### config.mk
export PLATFORM = sky130hd
export DESIGN_NAME = register_bank
export DESIGN_NICKNAME = d
export VERILOG_FILES = /design/src/rtl/register_bank.sv
export SDC_FILE = /design/constraint.sdc
export NUM_CORES = 1
export LEC_CHECK = 0
export ABC_CLOCK_PERIOD_IN_PS = 3600
export CAP_MARGIN = 20
export CORE_MARGIN = 2
export CORE_UTILIZATION = 31
export CTS_BUF_LIST = sky130_fd_sc_hd__clkbuf_16
export CTS_CLUSTER_SIZE = 10
export DETAILED_ROUTE_END_ITERATION = 16
export SYNTH_ARGS = -nofsm -noshare
export SYNTH_HDL_FRONTEND = slang
export SYNTH_SLANG_ARGS = --single-unit
### constraint.sdc
create_clock -name clk -period 3.6 [get_ports clk]
set_clock_uncertainty 0.2 [all_clocks]
set_input_delay 0.72 -clock clk [delete_from_list [all_inputs] [get_ports clk]]
set_output_delay 0.72 -clock clk [all_outputs]
set_load 0.02 [all_outputs]
### src/rtl/register_bank.sv
// CPU register block: IR, PC, general registers, flags and a
// one-deep buffered output port with valid/ready and sticky overrun.
module register_bank #(
  parameter int               WIDTH    = 8,
  parameter int               NREGS    = 4,
  parameter logic [WIDTH-1:0] PC_RESET = '0
) (
  input  logic                   clk,
  input  logic                   reset,
  input  logic                   load_ir,
  input  logic                   load_pc,
  input  logic                   jump_ok,
  input  logic                   pc_inc,
  input  logic [NREGS-1:0]       reg_we,
  input  logic                   do_out,
  input  logic                   out_ready,
  input  logic                   overrun_clr,
  input  logic                   flag_we,
  input  logic                   carry_in,
  input  logic                   zero_in,
  input  logic [WIDTH-1:0]       dbus,
  input  logic [WIDTH-1:0]       abus,
  output logic [WIDTH-1:0]       ir,
  output logic [WIDTH-1:0]       pc,
  output logic [NREGS*WIDTH-1:0] regs,
  output logic [WIDTH-1:0]       qreg,
  output logic                   out_valid,
  output logic                   out_overrun,
  output logic                   flag_carry,
  output logic                   flag_zero
);

  logic jump;
  logic accept;
  logic space;
  logic drop;

  assign jump   = load_pc & jump_ok;
  assign accept = out_valid & out_ready;
  assign space  = ~out_valid | out_ready;
  assign drop   = do_out & ~space;

  always_ff @(posedge clk or posedge reset) begin
    if (reset) begin
      ir <= '0;
    end else begin
      ir <= load_ir ? dbus : '0;
    end
  end

  always_ff @(posedge clk or posedge reset) begin
    if (reset) begin
      pc <= PC_RESET;
    end else if (jump) begin
      pc <= abus;
    end else if (pc_inc) begin
      pc <= pc + WIDTH'(1);
    end
  end

  always_ff @(posedge clk or posedge reset) begin
    if (reset) begin
      regs <= '0;
    end else begin
      for (int i = 0; i < NREGS; i++) begin
        if (reg_we[i]) begin
          regs[i*WIDTH +: WIDTH] <= dbus;
        end
      end
    end
  end

  // qreg only changes on a successful capture, so it holds while unaccepted
  always_ff @(posedge clk or posedge reset) begin
    if (reset) begin
      qreg      <= '0;
      out_valid <= 1'b0;
    end else if (do_out && space) begin
      qreg      <= dbus;
      out_valid <= 1'b1;
    end else if (accept) begin
      out_valid <= 1'b0;
    end
  end

  // A dropped write in the same cycle as a clear keeps the flag set
  always_ff @(posedge clk or posedge reset) begin
    if (reset) begin
      out_overrun <= 1'b0;
    end else if (drop) begin
      out_overrun <= 1'b1;
    end else if (overrun_clr) begin
      out_overrun <= 1'b0;
    end
  end

  always_ff @(posedge clk or posedge reset) begin
    if (reset) begin
      flag_carry <= 1'b0;
      flag_zero  <= 1'b0;
    end else if (flag_we) begin
      flag_carry <= carry_in;
      flag_zero  <= zero_in;
    end
  end

endmodule

# Word level (Yosys, flattened, before mapping)
# Index checks and enable logic that the tools add are counted.
# W data, S select, Z words.
word_totals:
  wordCells: 29
  output_inout_bits: 60
  regBits: 60
  input_bits: 32
op_classes:
  addsub: 1
  mux: 7
  n_reduce_logical: 4
  bitwise_logic: 6
ops:
  columns: ["operator", "n"]
  rows:
  - ["$mux W8", 3]
  - ["$add A8 B1 Y8 const B", 1]
  - ["$reduce_bool A2 Y1", 3]
  - ["$mux W1", 4]
  - ["$and A1 B1 Y1", 3]
  - ["$not A1 Y1", 2]
  - ["$logic_and A1 B1 Y1", 1]
  - ["$or A1 B1 Y1", 1]

# Logic depth before layout (Yosys ltp)
logic_depth:
  ltp_word: 5
  depth_mapped: 4
  ltp_nobuf: 4

# Worst setup path before layout
# No wires, ideal clock.
synth_timing:
  path_type: "in2reg"
  start: "in out_ready"
  end: "reg qreg[0]"
  arrival_time_ns: 1.445
  cell_stages: 3
  required_time_ns: 3.275
  slack_ns: 1.830
  setup_time_ns: 0.125
  path_cell_list: "nand2b_1 nand2_1 mux2_2"
synth_between:
  elab_chain_len: 2
synth_lines:
  columns: ["element", "line", "source"]
  rows:
  - ["from (decl)", "16", "input logic out_ready,"]
  - ["$or A1 B1 Y1", "40", "assign space = ~out_valid | out_ready;"]
  - ["$logic_and A1 B1 Y1", "78", "end else if (do_out && space) begin"]
  - ["to (signal assigned)", "79", "qreg <= dbus;"]
  - ["to (decl)", "26", "output logic [WIDTH-1:0] qreg,"]
# No other way between the ends.
# A chain may end at the register's enable or synchronous reset.

# Worst setup path after layout
layout_timing:
  start: "reg pc[3]"
  end: "out pc[3]"
layout_lines:
  columns: ["element", "line", "source"]
  rows:
  - ["from (decl)", "24", "output logic [WIDTH-1:0] pc,"]
  - ["from (signal assigned)", "55", "pc <= abus;"]
  - ["from (signal assigned)", "57", "pc <= pc + WIDTH'(1);"]
# No word-level cell between the ends.

==> flow_summary.yaml <==
timing:
  hold_viol_final: 0
  setup_tns_ps: 0
  tightest_slew_ps: 561
  fin_crit_ps: 2310
  min_period_over_period: 0.641
  slew_headroom: 0.626
  fmax_ghz: 0.433
  setup_viol: 0
  rsz0062_at_grt: "false"
  finalMaxSlewViolations: 0
grt:
  grt-ovfl-total: 0
  grt_pass1_vias: 1637
  grt_pass1_wl_um: 8670
  track_usage: 0.139
  antenna_found_initial: 0
  grt_max_degree: 28
hold_path:
  hold_class: "register to register"
  hold_depth: 1
logic_synthesis:
  synth-seq-area-share: 0.659
  synth.top_cells.by_area: "dfrtp_1, mux2_2, and2_1"
  synth.net_count: 190
  synthArstFlopShare: 1.00
  syn_avg_cell_area_um2: 14.5
  synth.cell_area_um2: 2280
  yosysWarningCount: 0
  synthTopCellsByCount: "dfrtp_1, mux2_2, and2_1, nor2_1, nand2_1"
  yosysTopAreaCell: "dfrtp_1"
  synth-edff-count: 0
  post-synth-top-count-cell: "dfrtp_1"
  ys_seq_elements: 60
  yosysUniqueCellTypes: 19
  synth.top_cell.area_share: 0.659
  synth_flop_cell: "dfrtp_1"
  synthCells: 157
detailed_routing:
  firstDrtPassIters: 4
  via_per_inst: 4.41
  drtIter0Drc: 19
  wire_per_inst_um: 14.9
  finalWirelength_um: 5380
  ant_nets: 0
  num_vias: 1587
  drc: 0
floorplan:
  die-area_um2: 8060
  die_height_um: 89.8
  io_pins: 92
  placementRows: 31
  core_area_um2: 7180
  die_w_um: 89.8
  initial_core_util: 0.318
cts:
  cts_resized: 0
  insertion_delay_ps: 310
  cts_tree: "done"
  clk_pin_slew_ps: 50
  root_buffer: "clkbuf_16"
  clk_path_buf_depth: 2
  post_cts_buffers: 0
  cts_sinks: 60
  cts_max_level: 3
  cts_buffers: 9
  cts_hold_buf: 0
power_and_ir_drop:
  power.share.sequential: 0.378
  p_sw_frac: 0.263
  power.share.clock: 0.396
  pwr-share-comb: 0.225
  peakVddDrop_mv: 0.301
  p_per_area_nw_per_um2: 607
  p_leak_nw: 1.51
  p_int_mw: 1.62
  switchingPower_mw: 0.579
worst_setup_path:
  cp-end-kind: "output port"
  critPathLaunchType: "register"
  slowest_stage: "clkdlybuf4s50_1"
  worstPathCellList: "clkdlybuf4s50_1"
  crit_buf_inv: 1
  cp_data_arrival_time_ps: 1390
  path_depth: 1
  ff2ff_path_depth: 4
  required_ps: 2680
  worst-path-max-fanout: 5
  setup.worst_path.class: "register to output port"
  cpPeakStageDelay_ps: 640
  critPathTopFamily: "buffers and inverters"
cells_and_area:
  diodes: 0
  area_growth_pct: 58.7
  drive_gt1_frac: 0.230
  fin_area_um2: 3620
  nets: 289
place:
  post_dp_cell_area_um2: 3310
  place.gp.congestion: 0.705
  portBuffers: 91
  dp_hpwl_um: 3780
flow_run:
  maxCapViolCount: 0
run_status:
  outcome: "finished clean"
==> routing by layer <==
| metal | vias up | share of wire | global-route usage |
|---|---|---|---|
| met3 | 9 | 0.058 | 0.0503 |
| li1 | 742 | - | - |
| met1 | 784 | 0.45 | 0.173 |
| met4 | 0 | 0.015 | 0.0538 |
| met2 | 52 | 0.48 | 0.223 |
| met5 | - | 0 | 0 |
==> sequential cells by signal (all words and copies together), names as in the netlist <==
name and flops:
out_valid 1, flag_carry 1, out_overrun 1, ir 8
flag_zero 1, qreg 8, pc 8, regs 32
==> cell families after synthesis <==
family | synth area share
flops | 0.659
simple gates | 0.0670
fa+ha+maj | 0.00549
xor+xnor | 0.0154
compound gates | 0.0285
mux | 0.212
buf+inv | 0.0132
==> final cells by class <==
cell class	count	area (um^2)
Clock buffer	9	225
Clock inverter	7	82.6
Fill cell	640	3560
Inverter	3	11.3
Multi-Input combinational cell	89	748
Sequential cell	60	1500
Tap cell	99	124
Timing Repair Buffer	93	926
==> final timing paths <==
path | start | endpoint | slack, ps
min in group asynchronous | reset | pc[7] | 580
setup / recovery | pc[3] | pc[3] | 1290
hold reg to reg | regs[10] | regs[10] | 300
max in group asynchronous | reset | pc[1] | 1950
hold / removal | regs[10] | regs[10] | 300
setup reg to reg | pc[0] | pc[6] | 2110
==> stage by stage <==
step                hold slack [ps]  std cells  worst slack, ps  power, mW  utilization
floorplan                       416        157             1200       1.08            -
global placement                288        344             1240       1.34        0.461
detailed placement              292        344             1230       1.34        0.461
CTS                             304        360             1280       2.23        0.504
global route                    314        360             1260       2.29        0.504
finish                          302        360             1290       2.20        0.504
==> cells in the final DEF, fill, tap and decap left out, types with 2 or more instances in the layout <==
master,count
clkdlybuf4s50_1,91
dfrtp_1,60
mux2_2,42
clkbuf_16,9
and2_1,8
nor2_1,8
nand2_1,6
a21oi_1,5
xor2_1,3
inv_1,3
o21ai_0,3
or3_1,3
a31oi_1,3
clkinv_2,3
nand4_1,2
bufinv_16,2
buf_4,2
==> power groups by stage <==
| stage | clock, mW | sequential (mW) | combinational (mW) |
|---|---|---|---|
| finish | 0.871 | 0.832 | 0.495 |
| global route | 0.917 | 0.845 | 0.527 |
| CTS | 0.896 | 0.832 | 0.502 |
| detailed placement | 0 | 0.841 | 0.501 |
| global placement | 0 | 0.841 | 0.497 |
| floorplan | 0 | 0.944 | 0.135 |
(Power assumes the default switching activity.)
